==> src/rtl/pattern_pkg.sv <==
// Shared types and constants for the serial pattern burst generator.
package pattern_pkg;

    typedef enum logic [3:0] {
        S_IDLE = 4'b0001,
        S_PAT  = 4'b0010,
        S_GAP  = 4'b0100,
        S_DONE = 4'b1000
    } state_t;

    localparam logic BIT_B = 1'b1;
    localparam logic BIT_C = 1'b0;

    // B B C B, transmitted MSB first
    localparam logic [3:0] DEFAULT_PATTERN = {BIT_B, BIT_B, BIT_C, BIT_B};

endpackage

==> src/rtl/pattern_tx_ctr.sv <==
// Loadable down-counter with terminal flag; serves both the bit index and the gap countdown.
module pattern_tx_ctr
    import pattern_pkg::*;
#(
    parameter int W = 2
) (
    input  logic         clk,
    input  logic         rst,
    input  logic         load,
    input  logic [W-1:0] load_val,
    input  logic         dec,
    output logic [W-1:0] cnt,
    output logic         tc
);

    always_ff @(posedge clk or negedge rst) begin
        if (!rst) begin
            cnt <= '0;
        end else if (load) begin
            cnt <= load_val;
        end else if (dec && (cnt != '0)) begin
            cnt <= cnt - W'(1);
        end
    end

    assign tc = (cnt == '0);

endmodule

==> src/rtl/pattern_tx_gen.sv <==
// Serial pattern burst generator: count repeats of PATTERN separated by gap filler bits.
// Build option: define PATTERN_TX_STALL_EN to honour ready_i; otherwise one bit moves every cycle.
//
// state  | meaning
// S_IDLE | waiting for start_i
// S_PAT  | shifting out PATTERN bits, MSB first
// S_GAP  | shifting out C filler bits between patterns
// S_DONE | one-cycle done_o pulse, then back to idle
module pattern_tx_gen
    import pattern_pkg::*;
#(
    parameter logic [3:0] PATTERN = DEFAULT_PATTERN,
    parameter int         CNT_W   = 8,
    parameter int         GAP_W   = 4
) (
    input  logic             clk,
    input  logic             rst,
    input  logic             start_i,
    input  logic [CNT_W-1:0] count_i,
    input  logic [GAP_W-1:0] gap_i,
    input  logic             ready_i,
    output logic             data_o,
    output logic             valid_o,
    output logic             busy_o,
    output logic             done_o,
    output logic [CNT_W-1:0] sent_o
);

    state_t state_q;
    state_t state_d;

    logic [CNT_W-1:0] count_q;
    logic [GAP_W-1:0] gap_q;
    logic [1:0]       bit_cnt;
    logic [GAP_W-1:0] gap_cnt;
    logic             bit_tc;
    logic             gap_tc;
    logic             ready_eff;
    logic             xfer;
    logic             start_ok;
    logic             last_bit;
    logic             last_pat;
    logic             bit_load;
    logic             bit_dec;
    logic             gap_load;
    logic             gap_dec;

`ifdef PATTERN_TX_STALL_EN
    assign ready_eff = ready_i;
`else
    // port kept for interface compatibility; flow control is disabled in this build
    assign ready_eff = ready_i | 1'b1;
`endif

    assign start_ok = (state_q == S_IDLE) && start_i;
    assign xfer     = valid_o && ready_eff;
    assign last_bit = (state_q == S_PAT) && xfer && bit_tc;
    assign last_pat = ((sent_o + CNT_W'(1)) == count_q);

    // bit counter holds the remaining-bit index, so PATTERN[bit_cnt] is PATTERN[3-idx]
    assign bit_load = (state_q != S_PAT) || last_bit;
    assign bit_dec  = (state_q == S_PAT) && xfer;
    assign gap_load = (state_q != S_GAP);
    assign gap_dec  = (state_q == S_GAP) && xfer;

    pattern_tx_ctr #(.W(2)) u_bit_ctr (
        .clk      (clk),
        .rst      (rst),
        .load     (bit_load),
        .load_val (2'd3),
        .dec      (bit_dec),
        .cnt      (bit_cnt),
        .tc       (bit_tc)
    );

    pattern_tx_ctr #(.W(GAP_W)) u_gap_ctr (
        .clk      (clk),
        .rst      (rst),
        .load     (gap_load),
        .load_val (gap_q - GAP_W'(1)),
        .dec      (gap_dec),
        .cnt      (gap_cnt),
        .tc       (gap_tc)
    );

    always_ff @(posedge clk or negedge rst) begin
        if (!rst) begin
            state_q <= S_IDLE;
            count_q <= '0;
            gap_q   <= '0;
            sent_o  <= '0;
        end else begin
            state_q <= state_d;
            if (start_ok) begin
                count_q <= count_i;
                gap_q   <= gap_i;
                sent_o  <= '0;
            end else if (last_bit) begin
                sent_o  <= sent_o + CNT_W'(1);
            end
        end
    end

    always_comb begin
        state_d = state_q;
        unique case (state_q)
            S_IDLE: begin
                if (start_i) begin
                    state_d = (count_i != '0) ? S_PAT : S_DONE;
                end
            end
            S_PAT: begin
                if (last_bit) begin
                    if (last_pat) begin
                        state_d = S_DONE;
                    end else if (gap_q != '0) begin
                        state_d = S_GAP;
                    end else begin
                        state_d = S_PAT;
                    end
                end
            end
            S_GAP: begin
                if (xfer && gap_tc) begin
                    state_d = S_PAT;
                end
            end
            S_DONE:  state_d = S_IDLE;
            default: state_d = S_IDLE;
        endcase
    end

    always_comb begin
        data_o  = BIT_C;
        valid_o = 1'b0;
        busy_o  = 1'b1;
        done_o  = 1'b0;
        unique case (state_q)
            S_IDLE: busy_o = 1'b0;
            S_PAT: begin
                valid_o = 1'b1;
                data_o  = PATTERN[bit_cnt];
            end
            S_GAP: begin
                valid_o = 1'b1;
                data_o  = BIT_C;
            end
            S_DONE:  done_o = 1'b1;
            default: busy_o = 1'b0;
        endcase
    end

endmodule

==> config.mk <==
export PLATFORM = sky130hd
export DESIGN_NAME = pattern_tx_gen
export DESIGN_NICKNAME = d
export VERILOG_FILES = /design/src/rtl/pattern_pkg.sv /design/src/rtl/pattern_tx_ctr.sv /design/src/rtl/pattern_tx_gen.sv
export SDC_FILE = /design/constraint.sdc
export NUM_CORES = 1
export LEC_CHECK = 0
export BUFFER_PORTS_ARGS = -buffer_cell sky130_fd_sc_hd__buf_4
export CAP_MARGIN = 20
export CORE_MARGIN = 2
export CORE_UTILIZATION = 45
export DETAILED_ROUTE_END_ITERATION = 6
export GPL_TIMING_DRIVEN = 0
export HOLD_SLACK_MARGIN = 0.12
export PLACE_DENSITY = 0.74
export REMOVE_ABC_BUFFERS = 1
export SETUP_SLACK_MARGIN = 0.15
export SYNTH_ARGS = -nofsm -noshare
export SYNTH_HDL_FRONTEND = slang
export SYNTH_SLANG_ARGS = --single-unit
==> constraint.sdc <==
create_clock -name clk -period 4.86 [get_ports clk]
set_clock_uncertainty 0.2 [all_clocks]
set_input_delay 0.243 -clock clk [delete_from_list [all_inputs] [get_ports clk]]
set_output_delay 0.243 -clock clk [all_outputs]
set_load 0.05 [all_outputs]
* After elaboration in Yosys (flattened, before gate mapping)
Cells that the tools add are included.
** Word-level totals
- Register bits :: 30
- Input port bits :: 16
- Output and inout port bits :: 12
** Operators by class
- Add/sub/neg operators :: 4
- Order comparisons :: 1
- Eq/ne operators :: 10
- Multiplexer cells :: 19
- Reductions and logical operators :: 20
** Operators by type and width (count)
- $mux 4 :: 7
- $mux 8 :: 2
- $pmux 4 s3 :: 1
- $add 8x1->8 const B :: 1
- $eq 8x8->1 :: 1
- $reduce_bool 2->1 :: 4
- $reduce_bool 4->1 :: 2
- $reduce_bool 8->1 :: 1
- $sub 4x1->4 const B :: 2
- $logic_and 1x1->1 :: 7
- $mux 1 :: 5
- $eq 4x1->1 const B :: 1
- $eq 4x2->1 const B :: 1
- $eq 4x3->1 const B :: 1
- $eq 4x4->1 const B :: 1
- $logic_not 4->1 :: 1
- $mux 2 :: 2
- $ne 2x2->1 const B :: 2
- $ne 4x2->1 const B :: 1
- $ne 4x3->1 const B :: 1
- $lt 2x3->1 const B :: 1
- $mux 3 :: 1
- $reduce_and 3->1 :: 1
- $reduce_or 3->1 :: 1
- other kinds (6) :: 6

* Depth between registers and ports, before layout
- Word-level depth :: 7
- Depth in mapped cells :: 7

* By module
From an unflattened synthesis, not the netlist that was laid out.
** Unflattened totals
- Cell total of the unflattened synthesis :: 183
- Area total of the unflattened synthesis :: 1821.7 µm²
** By module, submodules not included
- pattern_tx_gen :: times used 1, cells an instance 143, area an instance 1418.9 µm², seq. area each 601.8 µm²
- pattern_tx_ctr (u_gap_ctr) :: times used 1, cells an instance 27, area an instance 270.3 µm², seq. area each 100.1 µm²
- pattern_tx_ctr (u_bit_ctr) :: times used 1, cells an instance 13, area an instance 132.6 µm², seq. area each 50.0 µm²

* Worst setup path before layout
Ideal clock, no wire load.
- Path kind :: flip-flop to output port
- Start :: register state_q[1]
- End :: output busy_o
- Arrival :: 2.701 ns
- Required time :: 4.417 ns
- Path slack :: 1.716 ns
- Stages on the path, launching flop included :: 3
- Path buffers :: 0
- Cells stage by stage :: dfrtp_1 -> nor4b_1 -> or3_1
** On the way
- Longest elaborated chain between the ends :: 3
- Elaborated cells on any way between the ends :: 5
- Classes of those cells :: eq/ne: 3; mux: 1; reduce/logical: 1
** RTL lines
- start, declared :: RTL line pattern_tx_gen.sv:29 : state_t state_q;
- start signal, assigned :: RTL line pattern_tx_gen.sv:93 : state_q <= state_d;
- $eq 4x2->1, or another cell as far along :: RTL line pattern_tx_gen.sv:138 : unique case (state_q)
- $reduce_or 3->1 (no line) (*)
- $mux 1 (*) :: RTL line pattern_tx_gen.sv:138
- end, declared :: RTL line pattern_tx_gen.sv:24 : output logic busy_o,
Every way passes the cells marked *; elsewhere a longest branch is shown, timed or not.

* Final worst setup path
- Start :: register state_q[1]
- End :: output valid_o
** On the way
- Longest elaborated chain between the ends :: 3
- Elaborated cells on any way between the ends :: 4
- Classes of those cells :: eq/ne: 2; mux: 1; reduce/logical: 1
** RTL lines
- $eq 4x2->1 / $eq 4x3->1 (equally long branches) :: RTL line pattern_tx_gen.sv:138
- $reduce_or 2->1 (no line) (*)
- $mux 1 (*) :: RTL line pattern_tx_gen.sv:138
- end, declared :: RTL line pattern_tx_gen.sv:23 : output logic valid_o,
Marked as above.

==> metrics.yaml <==
layout_common_cells: "dfrtp_1, buf_4, dlygate4sd3_1"
synth_cell_types: 44
grt_pass1_wl_mm: 6.00
clock_path_buffers: 2
p_int_mw: 0.554
grt_usage_pct: 18.8
ant_nets: 0
powerDensity_mw_per_mm2: 420
vias: 1327
grt_start_max_net_pins: 31
portBuffers: 26
worst_slew_pin_slew_ps: 1100
crit_slowest_cell: "nor4b_2"
endpoint_kind: "primary output"
drc: 0
worstRegToRegCells: 5
synth.avg_cell_area_um2: 11.0
worstPathMaxFanout: 14
p_sw_mw: 0.309
ys_seq_area_share_pct: 45.9
start_util_pct: 48.0
maxCapViolations: 0
clk_latency_ps: 330
area_delta_synth_final_pct: 25.6
dp_hpwl_mm: 2.41
synth_cells: 149
grtUsageMet2_pct: 30.9
finalCritPeriodShare_pct: 54.5
cp-start-kind: "register"
synth_area_mm2: 0.00164
status: "complete, no violations"
cts_num_sinks: 30
crit_buf_inv: 1
utilization_pct: 60.3
htreeDepth: 2
diodes: 0
place_ws_ps: 2330
final_common_cell: "dfrtp_1"
hold_buffers: 14
path_clk_slew_ps: 90
drtIter0Drc: 40
post-cts-setup-buffers: 0
slowest_delay_ps: 970
peakVddDrop_v: 0.000264
setup_tns_ps: 0
grt.overflow.total: 0
fin_ws_ps: 2210
worstPathRequired_ps: 4420
chipHeight_um: 64.4
die_w_um: 64.4
arrival_ps: 2210
cts-resized-gates: 0
fin_nets: 210
hold_ws_ps: 169
synth_seq_cells: 30
p_clk_share_pct: 18.3
setup_viol: 0
path_class: "reg -> out"
yosysWarningCount: 0
r2r_start: "state_q[1]"
placed_cells: 215
rsz0062_at_grt: "no"
use_met1_pct: 23.3
cts_tree: "done"
maxSlewHeadroom_pct: 26.5
stdcell_count: 237
routedWlPerCell_um: 14.6
grt-busiest-layer: "met2"
core_mm2: 0.00342
fin_crit_ps: 2650
min_path_type: "in -> async"
p_leak_nw: 0.884
drive_above_1_share_pct: 27.2
total_power_mw: 0.864
pwr-share-seq_pct: 46.9
row_count: 21
first_pass_iters: 4
sw_frac_of_total_pct: 35.8
dieArea_mm2: 0.00414
rrSetupSlack_ps: 2330
design_area_mm2: 0.00206
routabilityCongestion: 0.865
grt_pass1_vias: 1300
cp_cell_sequence: "nor4b_2 -> or2_2 -> buf_4"
crit_family: "simple AND/OR/NAND/NOR gates"
placed_cell_area_mm2: 0.00186
finalHoldViolCount: 0
vias_per_cell: 5.60
regToRegEndpoint: "state_q[1]"
cts-root-buf: "clkbuf_4"
wl_mm: 3.45
io_pins: 28
fmax_mhz: 377
slew_viol_final: 0
numCtsBuffers: 5
antenna_found_initial: 0
combPwrFrac_pct: 34.7
met3_usage_pct: 4.40
## power by group through the flow
stage	combinational [mW]	sequential, mW	clock (mW)
3_5_place_dp	0.291	0.408	0
3_3_place_gp	0.276	0.402	0
4_1_cts	0.301	0.403	0.160
5_1_grt	0.332	0.416	0.173
6_report	0.300	0.405	0.158
2_1_floorplan	0.232	0.387	0
## sequential cells by signal (all words and copies together), names as in the netlist
signal         count
u_bit_ctr.cnt      2
state_q            4
gap_q              4
u_gap_ctr.cnt      4
sent_o             8
count_q            8
## area by class of cell
type / instances / area [µm²]
Timing Repair Buffer: 40 / 335
Fill cell: 295 / 1360
Inverter: 4 / 15.0
Clock buffer: 7 / 55.1
Clock inverter: 1 / 5.00
Multi-Input combinational cell: 109 / 838
Sequential cell: 30 / 752
Tap cell: 46 / 57.6
## worst reg2reg max path, cell delays in order (launching register included)
cell and delay [ps]:
dfrtp_1 450, nor4b_2 970, or2_2 260, mux2i_1 130, o32a_1 390, o21ai_1 70
## synthesized netlist by cell type (all sizes together)
cell     number  share of area (%)
or2           1               0.38
o2bb2ai       1               0.53
xor2          4                2.1
o31ai         4                1.8
o221ai        1               0.53
nand2        11                2.5
and2          1               0.38
nor4          1               0.38
clkbuf        3               0.69
o311ai        1               0.53
and3          2               0.76
dfstp         1                1.6
inv           4               0.92
a2111oi       2                2.6
a21oi         2               0.61
o21ai        12                3.7
ha            4                3.1
nor4b         4                3.8
or3           2               0.76
mux2         12                8.2
buf           3                1.4
o22ai         2               0.76
xnor2         8                4.3
o31a          1               0.53
nand3         5                1.8
nor2         12                2.7
o32a          1               0.61
or4           2               0.92
dfrtp        29                 44
a32o          1               0.61
nor2b         2               0.76
nor3b         1               0.46
mux2i         4                2.4
nand4         2               0.76
or4b          1               0.61
o41ai         2                1.1
## kinds of logic (layout without fill, tap and decap cells)
| kind of cell | Yosys count | in the layout | synth area share (%) |
|---|---|---|---|
| AOI/OAI and AO/OA | 30 | 30 | 13.9 |
| buffers and inverters | 10 | 52 | 2.98 |
| xor gates and xnor gates | 12 | 12 | 6.41 |
| DFF | 30 | 30 | 45.9 |
| adders and majority gates | 4 | 4 | 3.05 |
| and+or+nand+nor | 47 | 47 | 17.1 |
| muxes | 16 | 16 | 10.7 |
## worst max path at each step
stage / startpoint / endpoint / slack, ps / cells past startpoint
2_1_floorplan: state_q[1] / busy_o / 1720 / 2
3_3_place_gp: state_q[0] / sent_o[6] / 2410 / 5
3_5_place_dp: state_q[0] / sent_o[6] / 2330 / 5
4_1_cts: state_q[1] / valid_o / 2220 / 3
5_1_grt: state_q[2] / valid_o / 2080 / 3
6_report: state_q[1] / valid_o / 2210 / 3
## routing by layer
metal | wire length (µm) | up-vias
met5 | 0 | -
met4 | 52 | 0
met3 | 169 | 6
met2 | 1730 | 39
met1 | 1500 | 648
li1 | - | 634
Power figures use the tool's default switching activity.
